<file path="config.mk">
export PLATFORM = sky130hd
export DESIGN_NAME = count_wrap_monitor_flat
export DESIGN_NICKNAME = d
export VERILOG_FILES = /design/src/rtl/count_wrap_monitor_if.sv /design/src/rtl/count_wrap_monitor.sv /design/src/flat_wrapper.sv
export SDC_FILE = /design/constraint.sdc
export NUM_CORES = 1
export LEC_CHECK = 0
export ABC_AREA = 1
export CORE_MARGIN = 8
export CORE_UTILIZATION = 35
export CTS_CLUSTER_SIZE = 28
export DETAILED_ROUTE_END_ITERATION = 8
export DONT_BUFFER_PORTS = 1
export PLACE_DENSITY = 0.59
export SLEW_MARGIN = 5
export SYNTH_ARGS = -nofsm -noshare
export SYNTH_HDL_FRONTEND = slang
export SYNTH_SLANG_ARGS = --single-unit
</file>
<file path="constraint.sdc">
create_clock -name clk -period 2 [get_ports clk]
set_input_delay 0.6 -clock clk [delete_from_list [all_inputs] [get_ports clk]]
set_output_delay 0.6 -clock clk [all_outputs]
set_load 0.02 [all_outputs]
</file>
<file path="src/rtl/count_wrap_monitor_if.sv">
// -----------------------------------------------------------------------------
// count_wrap_monitor_if
//
// Purpose: bundles the counter-side signals observed by count_wrap_monitor and
//          the monitor's result outputs.
//
// Signals:
//   count_in        counter's 8-bit count output
//   dir_up_in       counter's direction input (1 = up), same cycle it is applied
//   load_en_in      counter's load enable, same cycle it is applied
//   cnt_reset_in    active-high mirror of the counter's reset
//   clr_in          clears tally and error, re-seeds tracking
//   wrap_up_pulse   one-cycle pulse per HIGH->LOW wrap
//   wrap_down_pulse one-cycle pulse per LOW->HIGH wrap
//   wrap_count      saturating tally of both wrap kinds
//   err_flag        sticky error
//   err_code        first error cause: 01 range, 10 step, 00 none
//
// Modports:
//   master  side that drives the counter signals and reads the results
//   slave   the monitor itself
// -----------------------------------------------------------------------------
interface count_wrap_monitor_if #(
    parameter int unsigned WRAP_W = 16
);
    logic [7:0]        count_in;
    logic              dir_up_in;
    logic              load_en_in;
    logic              cnt_reset_in;
    logic              clr_in;
    logic              wrap_up_pulse;
    logic              wrap_down_pulse;
    logic [WRAP_W-1:0] wrap_count;
    logic              err_flag;
    logic [1:0]        err_code;

    modport master (
        output count_in,
        output dir_up_in,
        output load_en_in,
        output cnt_reset_in,
        output clr_in,
        input  wrap_up_pulse,
        input  wrap_down_pulse,
        input  wrap_count,
        input  err_flag,
        input  err_code
    );

    modport slave (
        input  count_in,
        input  dir_up_in,
        input  load_en_in,
        input  cnt_reset_in,
        input  clr_in,
        output wrap_up_pulse,
        output wrap_down_pulse,
        output wrap_count,
        output err_flag,
        output err_code
    );
endinterface

</file>
<file path="src/rtl/count_wrap_monitor.sv">
// -----------------------------------------------------------------------------
// count_wrap_monitor
//
// Purpose: checker/statistics stage placed after the LOW..HIGH up/down counter.
//          Tracks every count transition, pulses on up-wraps (HIGH->LOW) and
//          down-wraps (LOW->HIGH), keeps a saturating wrap tally and latches a
//          sticky error with the code of the first failure.
//
// Ports:
//   clk          rising-edge clock shared with the counter
//   reset_ah_in  synchronous active-high reset (priority over clr_in)
//   mon          count_wrap_monitor_if.slave: counter observation inputs,
//                clr_in, and the registered result outputs
//
// Parameters:
//   LOW, HIGH    legal count range bounds (inclusive)
//   WRAP_W       width of the wrap tally
//
// Build option:
//   COUNT_MON_STEP_CHECK_EN  when defined, illegal steps are reported as error
//                            code 10; when undefined only range errors are
//                            detected. Wrap detection is identical in both.
// -----------------------------------------------------------------------------
module count_wrap_monitor #(
    parameter logic [7:0]  LOW    = 8'd10,
    parameter logic [7:0]  HIGH   = 8'd40,
    parameter int unsigned WRAP_W = 16
) (
    input logic                 clk,
    input logic                 reset_ah_in,
    count_wrap_monitor_if.slave mon
);

    typedef enum logic [1:0] {
        INIT  = 2'd0,
        TRACK = 2'd1,
        ERROR = 2'd2
    } state_t;

    localparam logic [1:0] CODE_NONE  = 2'b00;
    localparam logic [1:0] CODE_RANGE = 2'b01;
    localparam logic [1:0] CODE_STEP  = 2'b10;

    state_t            r_state;
    logic [7:0]        r_prev_count;
    logic              r_dir_d;
    logic              r_load_d;
    logic              r_rst_d;
    logic              r_wrap_up;
    logic              r_wrap_down;
    logic [WRAP_W-1:0] r_wrap_count;
    logic              r_err_flag;
    logic [1:0]        r_err_code;

    state_t            w_state_nxt;
    logic              w_wrap_up_nxt;
    logic              w_wrap_down_nxt;
    logic [WRAP_W-1:0] w_wrap_count_nxt;
    logic              w_err_flag_nxt;
    logic [1:0]        w_err_code_nxt;

    logic              w_tracking;
    logic              w_exempt;
    logic              w_range_err;
    logic              w_step_err;
    logic              w_up_wrap;
    logic              w_down_wrap;
    logic              w_any_err;

    // -------------------------------------------------------------------------
    // Sample classification. The registered controls (r_*_d) are the ones the
    // counter saw on the edge that produced the count now being sampled.
    // -------------------------------------------------------------------------
    always_comb begin
        w_tracking  = (r_state != INIT);
        w_exempt    = r_load_d | r_rst_d;
        w_range_err = (mon.count_in < LOW) || (mon.count_in > HIGH);

        w_up_wrap   = w_tracking && !w_exempt && r_dir_d &&
                      (r_prev_count == HIGH) && (mon.count_in == LOW);
        w_down_wrap = w_tracking && !w_exempt && !r_dir_d &&
                      (r_prev_count == LOW) && (mon.count_in == HIGH);
    end

`ifdef COUNT_MON_STEP_CHECK_EN
    logic w_legal_step;

    always_comb begin
        if (r_dir_d) begin
            w_legal_step = (r_prev_count < HIGH) &&
                           (mon.count_in == r_prev_count + 8'd1);
        end else begin
            w_legal_step = (r_prev_count > LOW) &&
                           (mon.count_in == r_prev_count - 8'd1);
        end
        w_step_err = w_tracking && !w_exempt && !w_legal_step &&
                     !w_up_wrap && !w_down_wrap;
    end
`else
    always_comb begin
        w_step_err = 1'b0;
    end
`endif

    assign w_any_err = w_range_err | w_step_err;

    // -------------------------------------------------------------------------
    // Next-state and next-output logic
    // -------------------------------------------------------------------------
    always_comb begin
        w_state_nxt      = r_state;
        w_wrap_up_nxt    = 1'b0;
        w_wrap_down_nxt  = 1'b0;
        w_wrap_count_nxt = r_wrap_count;
        w_err_flag_nxt   = r_err_flag;
        w_err_code_nxt   = r_err_code;

        if (mon.clr_in) begin
            // Clear overrides any error or wrap seen on the same sample.
            w_state_nxt      = INIT;
            w_wrap_count_nxt = '0;
            w_err_flag_nxt   = 1'b0;
            w_err_code_nxt   = CODE_NONE;
        end else begin
            case (r_state)
                INIT:    w_state_nxt = w_range_err ? ERROR : TRACK;
                TRACK:   w_state_nxt = w_any_err ? ERROR : TRACK;
                ERROR:   w_state_nxt = ERROR;
                default: w_state_nxt = INIT;
            endcase

            // Wraps are gated off in INIT, so this also holds in ERROR.
            w_wrap_up_nxt   = w_up_wrap;
            w_wrap_down_nxt = w_down_wrap;
            if ((w_up_wrap || w_down_wrap) && (r_wrap_count != '1)) begin
                w_wrap_count_nxt = r_wrap_count + 1'b1;
            end

            if (w_any_err) begin
                w_err_flag_nxt = 1'b1;
                // First error wins; range takes precedence within one sample.
                if (r_err_code == CODE_NONE) begin
                    w_err_code_nxt = w_range_err ? CODE_RANGE : CODE_STEP;
                end
            end
        end
    end

    // -------------------------------------------------------------------------
    // State and output registers
    // -------------------------------------------------------------------------
    always_ff @(posedge clk) begin
        if (reset_ah_in) begin
            r_state      <= INIT;
            r_prev_count <= '0;
            r_dir_d      <= 1'b0;
            r_load_d     <= 1'b0;
            r_rst_d      <= 1'b0;
            r_wrap_up    <= 1'b0;
            r_wrap_down  <= 1'b0;
            r_wrap_count <= '0;
            r_err_flag   <= 1'b0;
            r_err_code   <= CODE_NONE;
        end else begin
            r_state      <= w_state_nxt;
            r_prev_count <= mon.count_in;
            r_dir_d      <= mon.dir_up_in;
            r_load_d     <= mon.load_en_in;
            r_rst_d      <= mon.cnt_reset_in;
            r_wrap_up    <= w_wrap_up_nxt;
            r_wrap_down  <= w_wrap_down_nxt;
            r_wrap_count <= w_wrap_count_nxt;
            r_err_flag   <= w_err_flag_nxt;
            r_err_code   <= w_err_code_nxt;
        end
    end

    assign mon.wrap_up_pulse   = r_wrap_up;
    assign mon.wrap_down_pulse = r_wrap_down;
    assign mon.wrap_count      = r_wrap_count;
    assign mon.err_flag        = r_err_flag;
    assign mon.err_code        = r_err_code;

endmodule

</file>
<file path="src/flat_wrapper.sv">
// flat-port wrapper written by rule: the top's interface ports become plain ports
module count_wrap_monitor_flat 
#(
    parameter logic [7:0]  LOW    = 8'd10,
    parameter logic [7:0]  HIGH   = 8'd40,
    parameter int unsigned WRAP_W = 16
)
  (clk, reset_ah_in, mon_count_in, mon_dir_up_in, mon_load_en_in, mon_cnt_reset_in, mon_clr_in, mon_wrap_up_pulse, mon_wrap_down_pulse, mon_wrap_count, mon_err_flag, mon_err_code);
  count_wrap_monitor_if #(.WRAP_W(WRAP_W)) mon_i ();
  input logic clk;
  input logic reset_ah_in;
  input wire logic [$bits(mon_i.count_in)-1:0] mon_count_in;
  input wire logic [$bits(mon_i.dir_up_in)-1:0] mon_dir_up_in;
  input wire logic [$bits(mon_i.load_en_in)-1:0] mon_load_en_in;
  input wire logic [$bits(mon_i.cnt_reset_in)-1:0] mon_cnt_reset_in;
  input wire logic [$bits(mon_i.clr_in)-1:0] mon_clr_in;
  output wire logic [$bits(mon_i.wrap_up_pulse)-1:0] mon_wrap_up_pulse;
  output wire logic [$bits(mon_i.wrap_down_pulse)-1:0] mon_wrap_down_pulse;
  output wire logic [$bits(mon_i.wrap_count)-1:0] mon_wrap_count;
  output wire logic [$bits(mon_i.err_flag)-1:0] mon_err_flag;
  output wire logic [$bits(mon_i.err_code)-1:0] mon_err_code;
  assign mon_i.count_in = mon_count_in;
  assign mon_i.dir_up_in = mon_dir_up_in;
  assign mon_i.load_en_in = mon_load_en_in;
  assign mon_i.cnt_reset_in = mon_cnt_reset_in;
  assign mon_i.clr_in = mon_clr_in;
  assign mon_wrap_up_pulse = mon_i.wrap_up_pulse;
  assign mon_wrap_down_pulse = mon_i.wrap_down_pulse;
  assign mon_wrap_count = mon_i.wrap_count;
  assign mon_err_flag = mon_i.err_flag;
  assign mon_err_code = mon_i.err_code;
  count_wrap_monitor #(.LOW(LOW), .HIGH(HIGH), .WRAP_W(WRAP_W)) u_core (.clk(clk), .reset_ah_in(reset_ah_in), .mon(mon_i));
endmodule
</file>
; ---- After elaboration in Yosys (flattened, before gate mapping)
; Index checks and enable logic that the tools add are counted.
[classes]
n_addsub = 1
n_lt_le_gt_ge = 2
eq_ne = 7
n_mux = 2
bitwise = 1
reduce_logical = 18
[ops]
columns = cell, count
row1 = $add 16x1->16 const B, 1
row2 = $eq 8x4->1 const B, 2
row3 = $eq 8x6->1 const B, 2
row4 = $ne 16x16->1 const B, 1
row5 = $gt 8x6->1 const B, 1
row6 = $logic_and 1x1->1, 8
row7 = $lt 8x4->1 const B, 1
row8 = $logic_not 2->1, 2
row9 = $pmux 2 s2, 1
row10 = $reduce_or 2->1, 2
row11 = $eq 2x1->1 const B, 1
row12 = $eq 2x2->1 const B, 1
row13 = $logic_not 1->1, 2
row14 = $logic_or 1x1->1, 2
row15 = $mux 2, 1
row16 = $reduce_and 2->1, 1
row17 = $reduce_bool 2->1, 1
row18 = $or 1x1->1, 1
[totals]
ff_bits = 33
inputBits = 14
out_inout_bits = 21
word_cells = 41

; ---- Logic depth before layout (Yosys ltp)
[logic_depth]
depth_word = 8
depth_mapped = 10
depth_no_buf = 10

; ---- Least setup slack after synthesis
; No wires, ideal clock.
[synth_path]
path_type = register -> register
startpoint = register u_core.r_wrap_count[0] (netlist: u_core.mon.wrap_count[0])
endpoint = register u_core.r_wrap_count[7] (netlist: u_core.mon.wrap_count[7])
setup_time_ps = 115
t_arrival_ps = 1486
t_required_ps = 1885
slack_ps = 399
path_stages_with_launch = 10
n_path_buf = 1
period_less_slack_ps = 1601
cell_sequence = dfxtp_1 ha_1 nand3_1 inv_2 nand3_4 nor2_8 buf_12 nor2_2 a21oi_1 nor2_1
[synth_via]
elab_chain_len = 2
word_cells_on_any_way = 3
cone_classes = add/sub (1) / eq/ne (1) / reduce/logical (1)
[synth_lines]
columns = element, line
row1 = "start, declared", count_wrap_monitor.sv:51  ; logic [WRAP_W-1:0] r_wrap_count;
row2 = "start signal, assigned", count_wrap_monitor.sv:172  ; r_wrap_count <= w_wrap_count_nxt;
row3 = branches (longest 2 deep; another with $add 16x1->16), -
; Parallel ways; which one is timed is not known.
; A chain may end at the register's enable or synchronous reset.

; ---- Worst setup path after layout
[layout_path]
startpoint = register u_core.r_wrap_count[0] (netlist: u_core.mon.wrap_count[0])
endpoint = register u_core.r_wrap_count[1] (netlist: u_core.mon.wrap_count[1])
; Same word-level chain as after synthesis.

==> key figures <==
Synth
  – EDFF count, synth: 0
  – Synthesized cell area: 1750 um2
  – YS warnings: 0
  – Post-synthesis average cell area: 6.70 um2
  – Synth unique cells: 24
  – Asr flop ratio synth: 0%
  – Synth Flop Type: dfxtp_1
  – Seq cells post-synth: 33
  – Syn_nets: 277
  – Sequential-to-total area share from yosys stat: 37.7%
  – Mapped Cells: 262

Worst setup path
  – Critical Path RT: 2.18 ns
  – Reg2reg setup slack: 0.35 ns
  – FF-to-FF path depth: 8
  – WS Path Type: reg2reg
  – Setup crit end kind: register
  – End of the worst register-to-register path: u_core.mon.wrap_count[1]
  – R2r startpoint: u_core.mon.wrap_count[0]
  – CP max FO: 14
  – Arrival time of the worst setup path: 1.84 ns
  – Worst Setup Start Kind: register

Power and ir drop
  – Max rail drop VDD: 0.452 mV
  – PwrDens: 728 nW/um2
  – LEAKAGE: 0.000872 uW
  – Final Power: 1500 uW

Clocking
  – Clock Path Buffers: 2
  – Hold-fix buffers at CTS: 0
  – Post-CTS setup buffer count: 0
  – Worst skew pair latency: 0.29 ns
  – Post-CTS Resized: 0
  – CTS Root Cell: clkbuf_8
  – CTS Buf Count: 5
  – CTS H-tree lvls: 2
  – Reg clk slew, reported paths: 0.07 ns
  – Clk sink count: 33
  – CTS tree: built

Timing
  – Minimum hold slack: 0.377 ns
  – Setup TNS: 0 ns
  – Tcrit/Tclk final: 82.7%
  – FMAX: 604 MHz
  – RSZ-0062 raised after global routing: no
  – Slew Limit Fails: 0
  – Final setup violation count: 0
  – Final setup skew: 0.00247 ns
  – Fin. Hold Viols: 0
  – Tmin final: 1.65 ns
  – Setup ws final: 0.345 ns

Placement
  – Placed cell area: 1920 um2
  – GPL Wtd Cong: 0.810
  – Port Buf Inserts: 0
  – Pre-CTS setup slack: 0.258 ns
  – DP HPWL: 2950 um

Global routing
  – First-pass GRT wire length: 6600 um
  – Remaining global-route overflow: 0
  – Aggregate global-route resource usage: 11.0%
  – Antenna violations before repair: 0
  – Vias in the first global route: 1457
  – Pin count of the biggest net entering global routing: 31

Routing
  – Drc violations: 0
  – Vias per cell: 4.51
  – DR pass1 iterations: 4
  – Post-route ant nets: 0
  – Starting DRT DRC Count: 51
  – Routed vias: 1571
  – Routed len/inst: 10.9 um
  – Routed WL: 3800 um

Layout
  – Area Growth Syn to Fin: 17.3%
  – N_diodes: 0
  – Multi-input gate area: 888 um2
  – Nets: 295
  – Layout cells sized above 1: 18.1%
  – Filler cell count: 503
  – Finished Cell Area: 2060 um2
  – Register area: 661 um2

Status
  – Outcome: completed

Die
  – Starting Density: 36.7%
  – Die Y: 86.8 um
  – Number of I/O pins: 35
  – Die W: 86.8 um
  – Core area: 4790 um2
  – Core Rows: 25
  – Die area: 7530 um2

Worst hold path
  – Hold Path End: u_core.r_dir_d
  – Min-Delay Path Class: in2reg
  – Worst hold path depth: 1
  – Hold_sp: reset_ah_in

Job
  – MaxCap Viol Count: 0
==> stage by stage <==
step | util [%] | instances
6_report | 43.0 | 348
5_1_grt | 43.0 | 348
4_1_cts | 43.0 | 348
3_5_place_dp | 40.2 | 340
3_3_place_gp | 40.2 | 340
2_1_floorplan | - | 262
==> cell type report <==
cell class                      instances  share of cell area [%]
Multi-Input combinational cell        185                    43.2
Sequential cell                        33                    32.1
Timing Repair Buffer                   19                    7.54
Inverter                               36                    6.57
Tap cell                               67                    4.08
Clock buffer                            5                    3.35
Clock inverter                          3                    3.16
==> power breakdown <==
group          leakage (uW)  switching (uW)  internal (uW)
registers          0.000270            10.9            673
clock network     0.0000681             253            495
logic              0.000534            42.7           24.0
==> registers in the layout, indices dropped and copies added, names as in the netlist <==
name / flops
u_core.mon.err_code: 1
u_core.mon.err_flag: 1
u_core.mon.wrap_count: 16
u_core.mon.wrap_down_pulse: 1
u_core.mon.wrap_up_pulse: 1
u_core.r_dir_d: 1
u_core.r_load_d: 1
u_core.r_prev_count: 8
u_core.r_rst_d: 1
u_core.r_state: 2
==> worst max path at each step <==
stage                             startpoint                         to  slack [ns]  cells past startpoint
floorplan           u_core.mon.wrap_count[0]   u_core.mon.wrap_count[7]        0.40                      9
CTS                 u_core.mon.wrap_count[0]   u_core.mon.wrap_count[1]        0.33                      8
global placement             mon_count_in[4]  u_core.mon.wrap_count[15]        0.32                      9
global route        u_core.mon.wrap_count[0]   u_core.mon.wrap_count[1]        0.21                      8
detailed placement           mon_count_in[6]  u_core.mon.wrap_count[15]        0.26                      9
finish              u_core.mon.wrap_count[0]   u_core.mon.wrap_count[1]        0.35                      8
==> kinds of logic (layout without fill, tap and decap cells) <==
| family | Yosys count | count (layout) | share of synthesized area [%] |
|---|---|---|---|
| other cells | 1 | 1 | 0.214 |
| compound gates | 22 | 22 | 6.28 |
| flops | 33 | 33 | 37.7 |
| simple gates | 161 | 161 | 43.4 |
| fa+ha+maj | 1 | 1 | 0.713 |
| buf+inv | 44 | 63 | 11.7 |
==> synthesized netlist by cell type (2+ instances only) <==
cell / number / area (um2)
nor2_2: 11 / 68.8
nand3_1: 22 / 110
a21oi_1: 17 / 85.1
nor2_1: 61 / 229
nand2_1: 49 / 184
nor3_1: 2 / 10.0
o21ai_0: 5 / 25.0
dfxtp_1: 33 / 661
nand3_2: 8 / 80.1
nand4_1: 4 / 25.0
inv_1: 35 / 131
buf_4: 3 / 22.5
==> cells in the final DEF (no fill, tap or decap), types with 5 or more instances in the layout <==
cell type  synthesis  layout
clkbuf_8           0       5
nor2_1            61      61
nand3_1           22      22
nand3_2            8       8
o21ai_0            5       5
dfxtp_1           33      33
nand2_1           49      49
inv_1             35      35
buf_4              3      18
a21oi_1           17      17
nor2_2            11      11
==> metal layers <==
metal | vias up | wire length, um | global-route usage, %
met5 | - | 0 | 0
met4 | 0 | 65 | 3.44
met3 | 7 | 289 | 5.20
met2 | 35 | 1810 | 18.2
met1 | 684 | 1630 | 12.0
li1 | 845 | - | -
==> worst max-delay path: stages (launching register included) <==
cell and delay, ns:
dfxtp_1 0.40, ha_1 0.19, nand3_1 0.11, inv_2 0.13, nand3_4 0.11, nor2_8 0.26, inv_1 0.14, a21oi_1 0.16
nor2_1 0.05
Power figures use the tool's default switching activity.
